`config.mk`:
```
export PLATFORM = sky130hd
export DESIGN_NAME = key_filter_tick_flat
export DESIGN_NICKNAME = d
export VERILOG_FILES = /design/src/rtl/key_pkg.sv /design/src/rtl/key_filter_tick_if.sv /design/src/rtl/key_filter_tick_sync_2ff.sv /design/src/rtl/key_filter_tick.sv /design/src/flat_wrapper.sv
export SDC_FILE = /design/constraint.sdc
export NUM_CORES = 1
export LEC_CHECK = 0
export BUFFER_PORTS_ARGS = -buffer_cell sky130_fd_sc_hd__buf_2
export CAP_MARGIN = 20
export CELL_PAD_IN_SITES_DETAIL_PLACEMENT = 0
export CELL_PAD_IN_SITES_GLOBAL_PLACEMENT = 1
export CORE_ASPECT_RATIO = 1.4
export CORE_MARGIN = 2
export CORE_UTILIZATION = 42
export CTS_CLUSTER_DIAMETER = 40
export DETAILED_ROUTE_END_ITERATION = 10
export GPL_ROUTABILITY_DRIVEN = 0
export HOLD_SLACK_MARGIN = 0.08
export PLACE_DENSITY = 0.83
export SKIP_LAST_GASP = 1
export SYNTH_ARGS = -nofsm -noshare
export SYNTH_HDL_FRONTEND = slang
export SYNTH_SLANG_ARGS = --single-unit
```
`constraint.sdc`:
```
create_clock -name sys_clk -period 1.8 [get_ports sys_clk]
set_input_delay 0.45 -clock sys_clk [delete_from_list [all_inputs] [get_ports sys_clk]]
set_output_delay 0.45 -clock sys_clk [all_outputs]
set_load 0.01 [all_outputs]
```
`src/rtl/key_pkg.sv`:
```
// Shared definitions for the key filter: FSM encoding and default filter timing.
// Default CNT_MAX gives a 20 ms stability window at 50 MHz sys_clk with a /5 sample tick.
// No logic; imported by the interface, top and bench.
package key_pkg;

    // 50 MHz / 5 = 10 MHz tick; 20 ms = 200000 ticks, counted 0..199999.
    localparam int CNT_MAX_DEF = 199999;
    localparam int CNT_W_DEF   = 18;

    typedef enum logic [1:0] {
        IDLE       = 2'd0,
        PRESS_FILT = 2'd1,
        DOWN       = 2'd2,
        REL_FILT   = 2'd3
    } key_fsm_e;

endpackage

```
`src/rtl/key_filter_tick_if.sv`:
```
// Key filter bus: sample tick and raw key in, debounced level and press pulse out.
// master = upstream driver / consumer of the results; slave = key_filter_tick.
// Optional rel_flag (release pulse) present only when KEY_RELEASE_FLAG_EN is defined.
interface key_filter_tick_if;
    logic clk_flag;   // one-cycle sample tick from the /5 divider
    logic key_in;     // raw active-low button, asynchronous
    logic key_state;  // debounced level, 1 = released
    logic key_flag;   // one-cycle pulse per accepted press
`ifdef KEY_RELEASE_FLAG_EN
    logic rel_flag;   // one-cycle pulse per accepted release

    modport master (output clk_flag, output key_in,
                    input  key_state, input key_flag, input rel_flag);
    modport slave  (input  clk_flag, input key_in,
                    output key_state, output key_flag, output rel_flag);
`else
    modport master (output clk_flag, output key_in,
                    input  key_state, input key_flag);
    modport slave  (input  clk_flag, input key_in,
                    output key_state, output key_flag);
`endif
endinterface

```
`src/rtl/key_filter_tick_sync_2ff.sv`:
```
// Two-flop synchronizer for a single asynchronous input; RST_VAL sets the reset level.
// Latency: 2 clk_i cycles. No backpressure; samples every cycle.
// Ports: clk_i, rst_n_i (async active-low), d_i (async in), q_o (synchronized out).
module sync_2ff #(
    parameter logic RST_VAL = 1'b1
) (
    input  logic clk_i,
    input  logic rst_n_i,
    input  logic d_i,
    output logic q_o
);

    logic meta_q;
    logic sync_q;

    always_ff @(posedge clk_i or negedge rst_n_i) begin
        if (!rst_n_i) begin
            meta_q <= RST_VAL;
            sync_q <= RST_VAL;
        end else begin
            meta_q <= d_i;
            sync_q <= meta_q;
        end
    end

    assign q_o = sync_q;

endmodule

```
`src/rtl/key_filter_tick.sv`:
```
// Key debouncer: 2-FF sync then FSM accepting a level only after CNT_MAX+1 stable clk_flag ticks.
// Latency: 2 sync cycles + 1 entry cycle + CNT_MAX+1 ticks; outputs registered.
// No backpressure: key_flag (and rel_flag with KEY_RELEASE_FLAG_EN) are single-cycle pulses.
// Ports: sys_clk, sys_rst_n (async active-low), bus (key_filter_tick_if.slave).
module key_filter_tick
    import key_pkg::*;
#(
    parameter int CNT_MAX = CNT_MAX_DEF,
    parameter int CNT_W   = CNT_W_DEF
) (
    input  logic             sys_clk,
    input  logic             sys_rst_n,
    key_filter_tick_if.slave bus
);

    localparam logic [CNT_W-1:0] CNT_LAST = CNT_W'(CNT_MAX);

    logic             key_s;
    key_fsm_e         state_q, state_d;
    logic [CNT_W-1:0] cnt_q, cnt_d;
    logic             key_state_q, key_state_d;
    logic             key_flag_q, key_flag_d;
`ifdef KEY_RELEASE_FLAG_EN
    logic             rel_flag_q, rel_flag_d;
`endif

    sync_2ff #(.RST_VAL(1'b1)) u_sync (
        .clk_i   (sys_clk),
        .rst_n_i (sys_rst_n),
        .d_i     (bus.key_in),
        .q_o     (key_s)
    );

    always_ff @(posedge sys_clk or negedge sys_rst_n) begin
        if (!sys_rst_n) begin
            state_q     <= IDLE;
            cnt_q       <= '0;
            key_state_q <= 1'b1;
            key_flag_q  <= 1'b0;
`ifdef KEY_RELEASE_FLAG_EN
            rel_flag_q  <= 1'b0;
`endif
        end else begin
            state_q     <= state_d;
            cnt_q       <= cnt_d;
            key_state_q <= key_state_d;
            key_flag_q  <= key_flag_d;
`ifdef KEY_RELEASE_FLAG_EN
            rel_flag_q  <= rel_flag_d;
`endif
        end
    end

    // A level change on key_s always wins over a coincident tick, so a bounce
    // on the final tick still aborts the filter.
    always_comb begin
        state_d     = state_q;
        cnt_d       = cnt_q;
        key_state_d = key_state_q;
        key_flag_d  = 1'b0;
`ifdef KEY_RELEASE_FLAG_EN
        rel_flag_d  = 1'b0;
`endif
        case (state_q)
            IDLE: begin
                if (!key_s) begin
                    state_d = PRESS_FILT;
                    cnt_d   = '0;
                end
            end
            PRESS_FILT: begin
                if (key_s) begin
                    state_d = IDLE;
                    cnt_d   = '0;
                end else if (bus.clk_flag) begin
                    if (cnt_q == CNT_LAST) begin
                        state_d     = DOWN;
                        cnt_d       = '0;
                        key_state_d = 1'b0;
                        key_flag_d  = 1'b1;
                    end else begin
                        cnt_d = cnt_q + CNT_W'(1);
                    end
                end
            end
            DOWN: begin
                if (key_s) begin
                    state_d = REL_FILT;
                    cnt_d   = '0;
                end
            end
            REL_FILT: begin
                if (!key_s) begin
                    state_d = DOWN;
                    cnt_d   = '0;
                end else if (bus.clk_flag) begin
                    if (cnt_q == CNT_LAST) begin
                        state_d     = IDLE;
                        cnt_d       = '0;
                        key_state_d = 1'b1;
`ifdef KEY_RELEASE_FLAG_EN
                        rel_flag_d  = 1'b1;
`endif
                    end else begin
                        cnt_d = cnt_q + CNT_W'(1);
                    end
                end
            end
            default: begin
                state_d     = IDLE;
                cnt_d       = '0;
                key_state_d = 1'b1;
            end
        endcase
    end

    assign bus.key_state = key_state_q;
    assign bus.key_flag  = key_flag_q;
`ifdef KEY_RELEASE_FLAG_EN
    assign bus.rel_flag  = rel_flag_q;
`endif

endmodule

```
`src/flat_wrapper.sv`:
```
// flat-port wrapper written by rule: the top's interface ports become plain ports
module key_filter_tick_flat import key_pkg::*;
#(
    parameter int CNT_MAX = CNT_MAX_DEF,
    parameter int CNT_W   = CNT_W_DEF
)
  (sys_clk, sys_rst_n, bus_clk_flag, bus_key_in, bus_key_state, bus_key_flag);
  key_filter_tick_if bus_i ();
  input  logic sys_clk;
  input  logic sys_rst_n;
  input wire logic [$bits(bus_i.clk_flag)-1:0] bus_clk_flag;
  input wire logic [$bits(bus_i.key_in)-1:0] bus_key_in;
  output wire logic [$bits(bus_i.key_state)-1:0] bus_key_state;
  output wire logic [$bits(bus_i.key_flag)-1:0] bus_key_flag;
  assign bus_i.clk_flag = bus_clk_flag;
  assign bus_i.key_in = bus_key_in;
  assign bus_key_state = bus_i.key_state;
  assign bus_key_flag = bus_i.key_flag;
  key_filter_tick #(.CNT_MAX(CNT_MAX), .CNT_W(CNT_W)) u_core (.sys_clk(sys_clk), .sys_rst_n(sys_rst_n), .bus(bus_i));
endmodule
```
==> reports/results.ini <==
[status]
outcome = complete, but fails checks
violations = setup timing

[timing]
max_freq_mhz = 542
worst_clock_skew_ns = 0.0140
maxSlewViolCount = 0
rsz0062_at_grt = yes
slew_headroom_pct = 64.5
worst_pin_slew_ns = 0.533
min_period_ns = 1.85
period_share_pct = 103
setup_viol = 8
worst_slack_ns = -0.0454
finalHoldViolCount = 0

[place]
place.port_buffers = 5
dp.cells = 196
placed_cell_area_um2 = 1480
dp_hpwl_um = 2110
dp_slack_ns = -0.259

[layout]
drive_gt1_share_pct = 29.3
seq_area_um2 = 604
post-route-util_pct = 55.5
diodes = 0
nFillCells = 260
design_area_um2 = 1610
final_cells = 204
nets = 173
area_growth_pct = 24.3
multiInputGateArea_um2 = 712

[logic_synthesis]
synthTopCellsByCount = dfrtp_1, nand2_1, nand3_1, o21ai_0, a21oi_1
synth-seq-area-share_pct = 46.6
synth_warnings = 0
synth.most_common_cell = dfrtp_1
synthesis.area_um2 = 1300
ys_ff_latch = 24
synth_cell_types = 33
yosysTopAreaCell = dfrtp_1
synth_top_area_share_pct = 40.5
syn_inst = 139
synth_area_leaders = dfrtp_1, dfstp_2, nand2_1, mux2i_1, nand3_1
synth_flop_cell = dfrtp_1
syn_nets = 144
synthArstFlopShare_pct = 100
syn_avg_cell_area_um2 = 9.33
synth-edff-count = 0

[critical_path]
endpoint_kind = flop
r2r_start = u_core.cnt_q[9]
r2r_slack_ns = -0.05
critPathMaxFanout = 11
reg2reg_depth = 5
startpoint = u_core.cnt_q[9]
worstReg2RegEnd = u_core.cnt_q[1]
critPathLaunchType = flop
worstPathArrival_ns = 1.99
crit_end = u_core.cnt_q[1]
crit_required_ns = 1.95
worstSetupPathType = flop to flop

[floorplanning]
die_area_um2 = 3560
start_util_pct = 44.6
dieWidth_um = 51.0
io_pins = 6
rows = 23
die_h_um = 69.8
coreArea_um2 = 2910

[pwr]
ir_worst_vdd_v = 0.000535
pwr-share-comb_pct = 8.3
switchingPower_mw = 0.229
internal-power_mw = 0.734
p_per_area_nw_per_um2 = 598
power_frac_clock_pct = 34.5
p_leak_nw = 0.653
power.total_mw = 0.964
switching_share_pct = 23.8
power_frac_seq_pct = 57.2

[run]
cap_violations = 0

[clocking]
ctsHoldBuffers = 0
clk_pin_slew_ns = 0.10
insertion_delay_ns = 0.27
cts_made_buffers = 3
cts_root_buffer = clkbuf_8
cts_tree = yes
cts.sinks = 24
htree_num_levels = 1
cts_buffer_depth = 2

[global_route]
grt_max_degree = 25
antenna_found_initial = 0
grt_pass1_vias = 1152
grtUsageTotal_pct = 18.6
grt_overflow = 0
grt_pass1_wl_um = 5180

[routing]
post_drt_via_cell_ratio = 5.82
wl_per_cell_um = 15.1
ant_nets = 0
post-route-drc-count = 0
dr.pass1.iters = 4
wl_um = 3080
via_count = 1187
drt_iter0_drc = 55

[min_path]
hold_class = primary input to async pin

## logic make-up after synthesis
family | share of synthesized area, %
mux | 4.63
buf+inv | 3.47
simple gates | 28.1
flops | 46.6
xor+xnor | 0.675
fa+ha+maj | 0.964
compound gates | 15.6
## cell type report
| cell class | instances | area share [%] |
|---|---|---|
| Clock buffer | 4 | 2.79 |
| Inverter | 1 | 0.233 |
| Multi-Input combinational cell | 110 | 44.1 |
| Sequential cell | 24 | 37.5 |
| Tap cell | 37 | 2.87 |
| Timing Repair Buffer | 28 | 12.5 |
## per-stage QoR
step	hold slack (ns)	TNS [ns]
after floorplan	0.154	0
after global placement	0.346	-0.916
after detailed placement	0.356	-2.45
after CTS	0.178	-0.0165
after global routing	0.205	-1.01
final	0.150	-0.169
## worst max-delay path, cell delays in order, from the launching register on
cell     delay, ns
dfrtp_1       0.41
or4b_4        0.54
nor3_4        0.24
buf_4         0.16
a21oi_4       0.11
a32o_1        0.26
## sequential cells by signal (all words and copies together), names as in the netlist, named ones only
register,cells
u_core.bus.key_flag,1
u_core.bus.key_state,1
u_core.cnt_q,18
u_core.state_q,1
u_core.u_sync.meta_q,1
u_core.u_sync.q_o,1
## power groups by stage
stage	clock, mW	combinational (mW)	sequential, mW
final	0.333	0.0798	0.551
after floorplan	0	0.0363	0.562
after detailed placement	0	0.0720	0.561
after global routing	0.357	0.0900	0.552
after global placement	0	0.0699	0.560
after CTS	0.336	0.0729	0.551
## layer usage
layer | vias to the layer above | track usage [%] | wire [µm]
met4 | 0 | 6.61 | 38
met5 | - | 0 | 0
met1 | 582 | 24.7 | 1330
met3 | 4 | 2.80 | 75
li1 | 579 | - | -
met2 | 22 | 30.2 | 1630
## repair_timing
action	CTS	global route
gates resized for setup	3	12
setup endpoints to repair	16	18
cloned	0	1
setup buffers	0	3
pin swaps	2	3
## cell usage in the layout (no fill, tap or decap), types with 2 or more instances in the layout
master	count
dfrtp_1	21
nand2_1	19
nor3_4	2
o21ai_0	10
and4_1	2
nand4_1	9
and2_1	2
or3_1	4
dfstp_2	3
o211ai_1	3
buf_2	5
nor3_1	2
buf_4	22
nand3_1	11
nor2_1	7
a21oi_2	7
and3_1	3
a21oi_4	2
mux2i_1	6
a21oi_1	5
clkbuf_8	3
## worst min path at each step
stage | startpoint | end | slack, ns
floorplan | sys_rst_n | async pin | 0.15
global placement | u_core.u_sync.meta_q | u_core.u_sync.q_o | 0.35
detailed placement | u_core.u_sync.meta_q | u_core.u_sync.q_o | 0.36
CTS | sys_rst_n | u_core.cnt_q[0] | 0.18
global route | sys_rst_n | u_core.cnt_q[14] | 0.20
finish | sys_rst_n | u_core.cnt_q[17] | 0.15
No activity file was read; power rests on OpenSTA's default activity.
